<file path="src/rtl/mealy_table_fsm_if.sv">
// Host-side bundle for mealy_table_fsm: table config, run control, and observed status.
// The host drives through the master modport; the FSM connects through the slave modport.
interface mealy_table_fsm_if #(
    parameter int STATE_W = 3,
    parameter int IN_W    = 2,
    parameter int OUT_W   = 1,
    parameter int CNT_W   = 16
);
    logic                    cfg_we;
    logic [STATE_W+IN_W-1:0] cfg_addr;
    logic [STATE_W-1:0]      cfg_next;
    logic [OUT_W-1:0]        cfg_out;
    logic [STATE_W-1:0]      init_state;
    logic                    arm;
    logic                    disarm;
    logic                    step;
    logic [IN_W-1:0]         sw_in;
    logic [STATE_W-1:0]      state;
    logic [OUT_W-1:0]        out;
    logic                    out_valid;
    logic [1:0]              mode;
    logic                    illegal;
    logic                    cfg_err;
    logic [CNT_W-1:0]        step_cnt;

    modport master (
        output cfg_we, cfg_addr, cfg_next, cfg_out, init_state, arm, disarm, step, sw_in,
        input  state, out, out_valid, mode, illegal, cfg_err, step_cnt
    );

    modport slave (
        input  cfg_we, cfg_addr, cfg_next, cfg_out, init_state, arm, disarm, step, sw_in,
        output state, out, out_valid, mode, illegal, cfg_err, step_cnt
    );
endinterface

</file>
<file path="src/rtl/mealy_table_fsm.sv">
// Programmable table-driven Mealy machine: table loaded in CFG, stepped on sw_in in RUN.
// Optional MEALY_STEP_CNT_EN adds a saturating executed-step counter on step_cnt.
module mealy_table_fsm #(
    parameter int STATE_W    = 3,
    parameter int NUM_STATES = 3,
    parameter int IN_W       = 2,
    parameter int OUT_W      = 1,
    parameter int CNT_W      = 16
) (
    input  logic          clk,
    input  logic          reset,
    mealy_table_fsm_if.slave bus
);
    localparam int ADDR_W = STATE_W + IN_W;
    localparam int DEPTH  = 1 << ADDR_W;
    localparam int ENT_W  = STATE_W + OUT_W;
    localparam logic [STATE_W:0] NUM_STATES_L = NUM_STATES[STATE_W:0];

    localparam logic [1:0] MODE_CFG  = 2'd0;
    localparam logic [1:0] MODE_RUN  = 2'd1;
    localparam logic [1:0] MODE_HALT = 2'd2;

    logic [ENT_W-1:0]   tbl_q [DEPTH];
    logic [DEPTH-1:0]   valid_q,     valid_d;
    logic [1:0]         mode_q,      mode_d;
    logic [STATE_W-1:0] state_q,     state_d;
    logic [OUT_W-1:0]   out_q,       out_d;
    logic               out_valid_q, out_valid_d;
    logic               illegal_q,   illegal_d;
    logic               cfg_err_q,   cfg_err_d;

    logic               tbl_we;
    logic               step_ok;
    logic               arm_ok;
    logic [ADDR_W-1:0]  rd_addr;
    logic [STATE_W-1:0] ent_next;
    logic [OUT_W-1:0]   ent_out;
    logic               ent_ok;
    logic               next_ok;
    logic               init_ok;

    assign rd_addr             = {state_q, bus.sw_in};
    assign {ent_next, ent_out} = tbl_q[rd_addr];
    assign ent_ok  = valid_q[rd_addr] && ({1'b0, ent_next} < NUM_STATES_L);
    assign next_ok = {1'b0, bus.cfg_next} < NUM_STATES_L;
    assign init_ok = {1'b0, bus.init_state} < NUM_STATES_L;

    always_comb begin
        // NOTE: every output of this block gets a default first, so no path leaves a latch.
        mode_d      = mode_q;
        state_d     = state_q;
        out_d       = out_q;
        out_valid_d = 1'b0;
        illegal_d   = illegal_q;
        cfg_err_d   = cfg_err_q;
        valid_d     = valid_q;
        tbl_we      = 1'b0;
        step_ok     = 1'b0;
        arm_ok      = 1'b0;
        case (mode_q)
            MODE_CFG: begin
                if (bus.arm) begin
                    if (init_ok) begin
                        arm_ok    = 1'b1;
                        state_d   = bus.init_state;
                        out_d     = '0;
                        illegal_d = 1'b0;
                        cfg_err_d = 1'b0;
                        mode_d    = MODE_RUN;
                    end else begin
                        cfg_err_d = 1'b1;
                    end
                end
                // A bad write in the arm cycle still flags, overriding the arm clear.
                if (bus.cfg_we) begin
                    if (next_ok) begin
                        tbl_we            = 1'b1;
                        valid_d[bus.cfg_addr] = 1'b1;
                    end else begin
                        cfg_err_d = 1'b1;
                    end
                end
            end
            MODE_RUN: begin
                if (bus.cfg_we) cfg_err_d = 1'b1;
                if (bus.step) begin
                    if (ent_ok) begin
                        step_ok     = 1'b1;
                        state_d     = ent_next;
                        out_d       = ent_out;
                        out_valid_d = 1'b1;
                    end else begin
                        illegal_d = 1'b1;
                        mode_d    = MODE_HALT;
                    end
                end
                if (bus.disarm) mode_d = MODE_CFG;
            end
            MODE_HALT: begin
                if (bus.cfg_we)  cfg_err_d = 1'b1;
                if (bus.disarm)  mode_d    = MODE_CFG;
            end
            default: mode_d = MODE_CFG;
        endcase
    end

    // NOTE: sequential state uses non-blocking assignments so all registers update together.
    always_ff @(posedge clk or posedge reset) begin
        if (reset) begin
            mode_q      <= MODE_CFG;
            state_q     <= '0;
            out_q       <= '0;
            out_valid_q <= 1'b0;
            illegal_q   <= 1'b0;
            cfg_err_q   <= 1'b0;
            valid_q     <= '0;
        end else begin
            mode_q      <= mode_d;
            state_q     <= state_d;
            out_q       <= out_d;
            out_valid_q <= out_valid_d;
            illegal_q   <= illegal_d;
            cfg_err_q   <= cfg_err_d;
            valid_q     <= valid_d;
        end
    end

    // NOTE: table data has no reset; the cleared valid bits make stale contents unreachable.
    always_ff @(posedge clk) begin
        if (tbl_we) tbl_q[bus.cfg_addr] <= {bus.cfg_next, bus.cfg_out};
    end

`ifdef MEALY_STEP_CNT_EN
    logic [CNT_W-1:0] cnt_q, cnt_d;

    always_comb begin
        cnt_d = cnt_q;
        if (arm_ok)                       cnt_d = '0;
        else if (step_ok && cnt_q != '1)  cnt_d = cnt_q + 1'b1;
    end

    always_ff @(posedge clk or posedge reset) begin
        if (reset) cnt_q <= '0;
        else       cnt_q <= cnt_d;
    end

    assign bus.step_cnt = cnt_q;
`else
    assign bus.step_cnt = '0;
`endif

    assign bus.state     = state_q;
    assign bus.out       = out_q;
    assign bus.out_valid = out_valid_q;
    assign bus.mode      = mode_q;
    assign bus.illegal   = illegal_q;
    assign bus.cfg_err   = cfg_err_q;
endmodule
</file>
<file path="src/flat_wrapper.sv">
// flat-port wrapper written by rule: the top's interface ports become plain ports
module mealy_table_fsm_flat 
#(
    parameter int STATE_W    = 3,
    parameter int NUM_STATES = 3,
    parameter int IN_W       = 2,
    parameter int OUT_W      = 1,
    parameter int CNT_W      = 16
)
  (clk, reset, bus_cfg_we, bus_cfg_addr, bus_cfg_next, bus_cfg_out, bus_init_state, bus_arm, bus_disarm, bus_step, bus_sw_in, bus_state, bus_out, bus_out_valid, bus_mode, bus_illegal, bus_cfg_err, bus_step_cnt);
  mealy_table_fsm_if #(.STATE_W(STATE_W), .IN_W(IN_W), .OUT_W(OUT_W), .CNT_W(CNT_W)) bus_i ();
  input  logic clk;
  input  logic reset;
  input wire logic [$bits(bus_i.cfg_we)-1:0] bus_cfg_we;
  input wire logic [$bits(bus_i.cfg_addr)-1:0] bus_cfg_addr;
  input wire logic [$bits(bus_i.cfg_next)-1:0] bus_cfg_next;
  input wire logic [$bits(bus_i.cfg_out)-1:0] bus_cfg_out;
  input wire logic [$bits(bus_i.init_state)-1:0] bus_init_state;
  input wire logic [$bits(bus_i.arm)-1:0] bus_arm;
  input wire logic [$bits(bus_i.disarm)-1:0] bus_disarm;
  input wire logic [$bits(bus_i.step)-1:0] bus_step;
  input wire logic [$bits(bus_i.sw_in)-1:0] bus_sw_in;
  output wire logic [$bits(bus_i.state)-1:0] bus_state;
  output wire logic [$bits(bus_i.out)-1:0] bus_out;
  output wire logic [$bits(bus_i.out_valid)-1:0] bus_out_valid;
  output wire logic [$bits(bus_i.mode)-1:0] bus_mode;
  output wire logic [$bits(bus_i.illegal)-1:0] bus_illegal;
  output wire logic [$bits(bus_i.cfg_err)-1:0] bus_cfg_err;
  output wire logic [$bits(bus_i.step_cnt)-1:0] bus_step_cnt;
  assign bus_i.cfg_we = bus_cfg_we;
  assign bus_i.cfg_addr = bus_cfg_addr;
  assign bus_i.cfg_next = bus_cfg_next;
  assign bus_i.cfg_out = bus_cfg_out;
  assign bus_i.init_state = bus_init_state;
  assign bus_i.arm = bus_arm;
  assign bus_i.disarm = bus_disarm;
  assign bus_i.step = bus_step;
  assign bus_i.sw_in = bus_sw_in;
  assign bus_state = bus_i.state;
  assign bus_out = bus_i.out;
  assign bus_out_valid = bus_i.out_valid;
  assign bus_mode = bus_i.mode;
  assign bus_illegal = bus_i.illegal;
  assign bus_cfg_err = bus_i.cfg_err;
  assign bus_step_cnt = bus_i.step_cnt;
  mealy_table_fsm #(.STATE_W(STATE_W), .NUM_STATES(NUM_STATES), .IN_W(IN_W), .OUT_W(OUT_W), .CNT_W(CNT_W)) u_core (.clk(clk), .reset(reset), .bus(bus_i));
endmodule
</file>
<file path="config.mk">
export PLATFORM = sky130hd
export DESIGN_NAME = mealy_table_fsm_flat
export DESIGN_NICKNAME = d
export VERILOG_FILES = /design/src/rtl/mealy_table_fsm_if.sv /design/src/rtl/mealy_table_fsm.sv /design/src/flat_wrapper.sv
export SDC_FILE = /design/constraint.sdc
export NUM_CORES = 1
export LEC_CHECK = 0
export ABC_AREA = 1
export CAP_MARGIN = 10
export CORE_MARGIN = 2
export CORE_UTILIZATION = 45
export DETAILED_ROUTE_END_ITERATION = 12
export PLACE_DENSITY = 0.6
export SYNTH_ARGS = -nofsm -noshare
export SYNTH_HDL_FRONTEND = slang
export SYNTH_SLANG_ARGS = --single-unit
</file>
<file path="constraint.sdc">
create_clock -name clk -period 5.6 [get_ports clk]
set_clock_uncertainty 0.2 [all_clocks]
set_input_delay 1.4 -clock clk [delete_from_list [all_inputs] [get_ports clk]]
set_output_delay 1.4 -clock clk [all_outputs]
set_load 0.03 [all_outputs]
</file>
# --- Yosys cells after proc, flatten, opt, wreduce, memory -nomap -nowiden ---
# Memories as Yosys holds them, arrays and structs flattened.
# Cells that the tools add are included.
word_totals:
  reg_bits: 41
  ramBits: 128
  wordCells: 75
  mem_count: 1
  output_inout_bits: 25
  in_bits: 20
memory_table:
  columns: ["memory", "words", "word_bits", "rd", "rd_clocked_by_memory_dff", "write_ports", "line", "text"]
  rows:
  - ["u_core.tbl_q", 32, 4, 1, 0, 1, "mealy_table_fsm.sv:23", "logic [ENT_W-1:0] tbl_q [DEPTH];"]
classes:
  bitwise_logic: 1
  muxes: 38
  magnitude_cmp: 6
  n_reduce_logical: 11
  n_eq_ne: 11
op_table:
  columns: ["operator", "n"]
  rows:
  - ["OR 32 bit", 1]
  - ["two-way mux 1 bit", 21]
  - ["AND reduction 5 bit", 3]
  - ["less-than comparator 5 x 6 -> 1 bit, second input constant", 2]
  - ["two-way mux 2 bit", 6]
  - ["two-way mux 3 bit", 4]
  - ["less-than comparator 3 x 2 -> 1 bit, second input constant", 3]
  - ["!= test 2 bit, second input constant", 4]
  - ["!= test 2 x 1 -> 1 bit, second input constant", 3]
  - ["!= test 3 bit, second input constant", 2]
  - ["case mux 1 bit (2 select lines)", 3]
  - ["case mux 2 bit (3 select lines)", 1]
  - ["case mux 3 bit (2 select lines)", 1]
  - ["binary-select mux 1 bit (select 5 bit)", 1]
  - ["demux 1 bit (select 5 bit)", 1]
  - [">= comparator 5 x 1 -> 1 bit, second input constant", 1]
  - ["nonzero test 2 bit", 2]
  - ["AND reduction 3 bit", 1]
  - ["equality test 2 x 1 -> 1 bit, second input constant", 1]
  - ["equality test 2 bit, second input constant", 1]
  - ["logical AND 1 bit", 2]
  - ["logical NOT 2 bit", 1]
  - ["AND reduction 2 bit", 1]
  - ["OR reduction 2 bit", 1]

# --- Longest topological paths before layout ---
# Gate-level depths: netlist of run 1.
depth:
  depth_word: 7
  mapped_depth: 17
  depth_no_buf: 15

# --- Worst setup path after synthesis of run 1 ---
# Ideal clock, no wire load.
synth_path:
  path_type: "in2reg"
  startpoint: "input bus_sw_in[0]"
  endpoint: "register u_core.out_q (netlist: u_core.bus.out)"
  n_path_buf: 2
  required_ns: 5.282
  arrival_time_ns: 2.570
  cell_stages: 16
  setup_slack_ns: 2.712
  setup_time_ns: 0.118
  path_cell_list: "buf_6 inv_8 buf_6 nand2_1 nand3_1 nand3_1 nand3_1 nand2_1 nand2_1 nand2_1 nor2_4 nand2_2 nand2_4 nand2_2 nand2_1 nand2_1"
synth_between:
  elab_chain_len: 5
  elab_cells_between_ends: 10
  classes_between: "1 x order compare; 1 x eq/ne; 5 x mux; 2 x reduce/logical; 1 x memory"
synth_rtl:
  columns: ["item", "line", "text"]
  rows:
  - ["from (decl)", "flat_wrapper.sv:22", "input wire logic [$bits(bus_i.sw_in)-1:0] bus_sw_in;"]
  - ["memory read (32 x 4 bit) / binary-select mux 1 bit (select 5 bit) (equally long branches)", null, null]
  - ["less-than comparator 3 x 2 -> 1 bit / two-way mux 1 bit (equally long branches)", "mealy_table_fsm.sv:44", "assign ent_ok = valid_q[rd_addr] && ({1'b0, ent_next} < NUM_STATES_L);"]
  - ["logical AND 1 bit", "mealy_table_fsm.sv:44", null]
  - ["!= test 2 x 1 -> 1 bit (no line)", null, null]
  - ["AND reduction 5 bit (no line)", null, null]
  - ["to (signal assigned)", "mealy_table_fsm.sv:120", "out_q <= out_d;"]
  - ["to (decl)", "mealy_table_fsm.sv:27", "logic [OUT_W-1:0] out_q, out_d;"]
# Several ways; a longest one is shown, not always the timed one. The select of a mux whose other input is x is not followed.
# A chain may end at the register's enable or synchronous reset.

# --- Final worst setup path of run 1 ---
layout_path:
  startpoint: "input bus_sw_in[1]"
  endpoint: "register u_core.state_q[0] (netlist: u_core.bus.state[0])"
layout_between:
  elab_chain_len: 5
  elab_cells_between_ends: 10
  classes_between: "1 x order compare; 1 x eq/ne; 5 x mux; 2 x reduce/logical; 1 x memory"
layout_rtl:
  columns: ["item", "line", "text"]
  rows:
  - ["memory read (32 x 4 bit) / binary-select mux 1 bit (select 5 bit) (equally long branches)", null, null]
  - ["less-than comparator 3 x 2 -> 1 bit / two-way mux 1 bit (equally long branches)", "mealy_table_fsm.sv:44", null]
  - ["logical AND 1 bit", "mealy_table_fsm.sv:44", null]
  - ["!= test 2 x 1 -> 1 bit (no line)", null, null]
  - ["AND reduction 5 bit (no line)", null, null]
  - ["to (signal assigned)", "mealy_table_fsm.sv:119", "state_q <= state_d;"]
  - ["to (decl)", "mealy_table_fsm.sv:26", "logic [STATE_W-1:0] state_q, state_d;"]
# Several ways; a longest one is shown, not always the timed one. The select of a mux whose other input is x is not followed.

==> results of run 1 <==
## final cells by class
class | instances | area (um^2) | area share
Clock inverter | 13 | 220 | 0.0263
Clock buffer | 18 | 439 | 0.0525
Tap cell | 216 | 270 | 0.0323
Inverter | 17 | 71.3 | 0.00853
Timing Repair Buffer | 35 | 340 | 0.0407
Multi-Input combinational cell | 478 | 2150 | 0.257
Sequential cell | 169 | 4870 | 0.582
## routing by layer
metal	wire (um)	vias up	share of wire	track usage
met2	8510	124	0.49	0.345
met5	0	-	0	0
met1	7590	2439	0.44	0.271
li1	-	2376	-	-
met4	373	0	0.022	0.0743
met3	829	30	0.048	0.0492
## worst max path at each step
stage	to	slack (ns)	cells past startpoint
final	u_core.bus.state[0]$_DFFE_PP0P_	1.72	16
after global routing	u_core.bus.state[0]$_DFFE_PP0P_	1.50	16
after CTS	u_core.tbl_q[12][3]$_DFFE_PP_	1.73	6
after detailed placement	u_core.tbl_q[12][1]$_DFFE_PP_	1.26	6
after global placement	u_core.tbl_q[13][1]$_DFFE_PP_	1.30	6
after floorplan	u_core.bus.out$_DFFE_PP0P_	2.71	16
## where the power goes
part / leakage [nW] / internal (mW) / switching [mW]
logic: 1.33 / 0.248 / 0.442
clock network: 0.314 / 0.807 / 0.494
registers: 1.69 / 1.44 / 0.0855
## logic make-up (layout without fill, tap and decap cells)
| group | Yosys count | after routing | synth area share |
|---|---|---|---|
| flops | 169 | 169 | 0.660 |
| compound gates | 37 | 37 | 0.0278 |
| simple gates | 422 | 422 | 0.250 |
| other cells | 1 | 16 | 0.000508 |
| buf+inv | 63 | 83 | 0.0569 |
| fa+ha+maj | 3 | 3 | 0.00508 |
## registers in the layout, indices dropped and copies added, names as in the netlist
signal                flops
u_core.tbl_q            128
u_core.bus.state          3
u_core.bus.mode           2
u_core.bus.out_valid      1
u_core.bus.illegal        1
u_core.bus.out            1
u_core.bus.cfg_err        1
u_core.valid_q           32
## through the flow
step	util	hold WS, ns	setup WS [ns]	std cells
after floorplan	-	0.239	2.71	710
after global placement	0.483	0.252	1.30	915
after detailed placement	0.483	0.254	1.26	915
after CTS	0.524	0.271	1.73	946
after global routing	0.524	0.285	1.50	946
final	0.524	0.269	1.72	946
## layout by cell type (no fill, tap or decap)
cell / count
a21boi_0: 1
a21o_1: 1
a21oi_1: 4
buf_12: 1
buf_2: 1
buf_4: 6
bufinv_16: 5
clkbuf_16: 17
clkbuf_8: 1
clkdlybuf4s50_1: 27
clkinv_1: 1
clkinv_4: 5
clkinvlp_4: 2
conb_1: 16
dfrtp_1: 41
edfxtp_1: 128
ha_1: 3
inv_1: 13
inv_2: 2
inv_8: 2
nand2_1: 204
nand2_2: 4
nand2_4: 1
nand3_1: 106
nand4_1: 6
nor2_1: 63
nor2_4: 1
nor3_1: 3
nor3b_1: 1
o211ai_1: 2
o21ai_0: 21
o22ai_1: 8
or2_2: 33
==> flow_metrics.tcl, run 1 <==
set metrics [dict create \
    wl_um 17300 \
    grt_overflow 0 \
    gp_congestion 0.855 \
    final_area_um2 8360 \
    cts_tree "built" \
    root_buffer "clkbuf_16" \
    antenna_found_initial 0 \
    insertion_delay_ns 0.43 \
    rsz0062_at_grt "no" \
    startpoint "bus_sw_in[1]" \
    cts_buffer_depth 2 \
    r2r_end "u_core.bus.state[0]$_DFFE_PP0P_" \
    core_area_um2 15900 \
    diodes 0 \
    ys_warn_count 0 \
    cts_made_buffers 17 \
    ios 45 \
    cp_slowest_stage_delay_ns 0.45 \
    layout-drive-gt1-share 0.111 \
    finalHoldViolations 0 \
    relSlewSlack 0.317 \
    hold_depth 1 \
    avgSynthCellArea_um2 10.6 \
    drt-vias-per-instance 5.25 \
    ant_nets 0 \
    path_class "in -> reg" \
    ys_top_cells_by_count "nand2_1 (204), edfxtp_1 (128), nand3_1 (106)" \
    path_cells "clkdlybuf4s50_1 > buf_4 > inv_2 > nand3_1 > nand3_1 > nand2_1 > nand2_1 > nand2_1 > nand2_1 > nand2_1 > nand2_2 > nand2_2 > nand2_4 > nand2_2 > nand2_1 > nand2_1" \
    initial_core_util 0.463 \
    cts.sinks 169 \
    synth.area.top_cells "edfxtp_1 (52%), dfrtp_1 (14%), nand2_1 (10%)" \
    hold_buffers 0 \
    num-fill-cells 1404 \
    setup_viol 0 \
    ff2ff_setup_slack_ns 2.55 \
    yosysSeqAreaShare 0.660 \
    yosysUniqueCellTypes 29 \
    p_per_area_nw_per_um2 420 \
    cts_resized 0 \
    worst-slew-pin-transition_ns 1.02 \
    netlist_area_um2 7380 \
    grt_pass1_wl_um 27500 \
    yosysTopAreaCell "edfxtp_1" \
    grt_pass1_vias 4969 \
    slew_violations 0 \
    synthArstFlopShare 0.243 \
    ys_ff_latch 169 \
    fp.dieW_um 132 \
    portBuffers 28 \
    critPathMaxFanout 41 \
    min_period_over_period 0.693 \
    max_freq_mhz 258 \
    synth_edf_count 128 \
    h-tree-depth 4 \
    min_to "u_core.valid_q[8]$_DFFE_PP0P_" \
    status "complete, no violations" \
    route.detailed.drc 0 \
    hp-class "reg -> reg" \
    dr.pass1.iters 5 \
    required_ns 5.77 \
    ir_drop_mv 0.229 \
    synth_top_area_share 0.521 \
    first_iter_violations 445 \
    placed_area_um2 7700 \
    critPathMostFrequentCell "nand2_1" \
    hpwl_um 10600 \
    clk_pin_slew_worst_paths_ns 0.07 \
    yosys_most_used_dff "edfxtp_1" \
    grt_start_max_net_pins 81 \
    vias 4969 \
    holdCritStartpoint "u_core.valid_q[8]$_DFFE_PP0P_" \
    nets 741 \
    areaGrowthSynthToFinish_pct 13.2 \
    post-cts-setup-buffers 0 \
    grt_usage 0.209 \
    endpoint_kind "register" \
    cp.arrival_ns 4.05 \
    rr_startpoint "u_core.bus.state[0]$_DFFE_PP0P_" \
    power_leakage_nw 3.34 \
    rows 46 \
    fin_tns_setup_ns 0 \
    die-area_um2 17400 \
    cp-start-kind "input port" \
    wire_per_inst_um 18.3 \
    total_power_mw 3.51 \
    synthesis.instances 695 \
    cpMaxStageDelayCell "clkdlybuf4s50_1" \
    die_h_um 132 \
    yosysMostFrequentCell "nand2_1" \
    post-route-min-period_ns 3.88 \
    reg2reg_depth 13 \
    path_buf_inv 3 \
    crit_family "simple AND/OR/NAND/NOR gates" \
    cap_violations 0 \
]
No activity file was read; power rests on OpenSTA's default activity.
==> inputs of run 2 (changes only) <==
- clock period: 5.6 -> 3.7 ns (I/O delays scaled with it)
==> flow_metrics.tcl, run 2 (synthesis results as in run 1) <==
set metrics [dict create \
    dr.pass1.iters 5 \
    clk_pin_slew_worst_paths_ns 0.06 \
    cts_buffer_depth 2 \
    grt_overflow 0 \
    first_iter_violations 387 \
    cp-start-kind "register" \
    insertion_delay_ns 0.43 \
    setup_viol 0 \
    slew_violations 0 \
    areaGrowthSynthToFinish_pct 12.8 \
    p_sw_frac 0.296 \
    post-cts-setup-buffers 0 \
    die_h_um 132 \
    largest_register_ffs 128 \
    vias 4998 \
    portBuffers 28 \
    p_int_mw 3.62 \
    critPathMaxFanout 13 \
    required_ns 2.57 \
    rsz0062_at_grt "no" \
    rows 46 \
    ios 45 \
    hp-class "reg -> reg" \
    cts_made_buffers 17 \
    cp.arrival_ns 1.84 \
    ff2ff_setup_slack_ns 1.11 \
    wire_per_inst_um 18.4 \
    seq_power_share 0.443 \
    final_area_um2 8330 \
    pwr-share-clk 0.341 \
    path_class "reg -> out" \
    cpMaxStageDelayCell "clkdlybuf4s50_1" \
    cp_slowest_stage_delay_ns 0.77 \
    diodes 0 \
    die-area_um2 17400 \
    initial_core_util 0.463 \
    finish.utilization 0.523 \
    final_common_cell "nand2_1" \
    path_cells "clkdlybuf4s50_1" \
    crit_cells 1 \
    cap_violations 0 \
    layout-drive-gt1-share 0.106 \
    grt_pass1_vias 5018 \
    core_area_um2 15900 \
    drt-vias-per-instance 5.26 \
    finalHoldViolations 0 \
    root_buffer "clkbuf_16" \
    relSlewSlack 0.471 \
    cts_resized 0 \
    gp_congestion 0.796 \
    post-route-min-period_ns 2.97 \
    endpoint_kind "output pin" \
    min_period_over_period 0.802 \
    crit_family "buffers and inverters" \
    ant_nets 0 \
    fp.dieW_um 132 \
    ir_drop_mv 0.376 \
    hold_depth 1 \
    path_buf_inv 1 \
    route.detailed.drc 0 \
    cts_tree "built" \
    grt_start_max_net_pins 81 \
    wl_um 17500 \
    grt_usage 0.212 \
    placed_area_um2 7760 \
    top_register "u_core.tbl_q" \
    p_per_area_nw_per_um2 618 \
    antenna_found_initial 0 \
    grt_pass1_wl_um 27700 \
    cts.sinks 169 \
    fin_tns_setup_ns 0 \
    reg2reg_depth 13 \
    power_leakage_nw 3.32 \
    pwr-share-comb 0.216 \
    worst-slew-pin-transition_ns 0.792 \
    h-tree-depth 4 \
    hpwl_um 10700 \
    switching_power_mw 1.52 \
    final_cell_mix "nand2_1 (204), edfxtp_1 (128), nand3_1 (106)" \
    hold_buffers 0 \
    max_freq_mhz 337 \
    nets 745 \
    status "complete, no violations" \
]
## run 2: worst paths after layout
check                                                 from                               to
hold reg to reg             u_core.valid_q[30]$_DFFE_PP0P_   u_core.valid_q[30]$_DFFE_PP0P_
hold / removal              u_core.valid_q[30]$_DFFE_PP0P_   u_core.valid_q[30]$_DFFE_PP0P_
setup reg to reg           u_core.bus.state[0]$_DFFE_PP0P_  u_core.bus.state[1]$_DFFE_PP0P_
setup / recovery           u_core.bus.state[1]$_DFFE_PP0P_                     bus_state[1]
max in group asynchronous                            reset   u_core.valid_q[16]$_DFFE_PP0P_
min in group asynchronous                            reset   u_core.valid_q[29]$_DFFE_PP0P_
## run 2: power groups by stage
stage,Combinational [mW],Clock (mW),Sequential (mW)
after floorplan,0.714,0,2.34
after global placement,1.08,0,2.31
after detailed placement,1.10,0,2.31
after CTS,1.11,1.78,2.28
after global routing,1.23,1.86,2.29
final,1.11,1.76,2.28
## run 2: layout make-up
| class | instances | area [um^2] |
|---|---|---|
| fillers | 1433 | 7610 |
| flip-flops and latches | 169 | 4870 |
| multi-input cells | 478 | 2150 |
| clock buffers | 25 | 455 |
| repair buffers | 39 | 395 |
| well taps | 216 | 270 |
| clock inverters | 7 | 119 |
| inverters | 17 | 71.3 |
## run 2: through the flow
step                      power [mW]  worst slack (ns)  instances  hold slack [ns]
after floorplan                 3.06              1.29        710            0.239
after global routing            5.39             0.684        951            0.279
after detailed placement        3.41             0.520        919            0.252
final                           5.15             0.734        951            0.266
after global placement          3.39             0.557        919            0.251
after CTS                       5.16             0.706        951            0.267
## run 2: per-layer routing
metal	routed length [um]	part of all wire	GRT usage	up-vias
met2	8180	0.47	0.329	188
met3	1050	0.060	0.0484	43
met1	7750	0.44	0.283	2382
li1	-	-	-	2385
met4	558	0.032	0.0990	0
met5	0	0	0	-
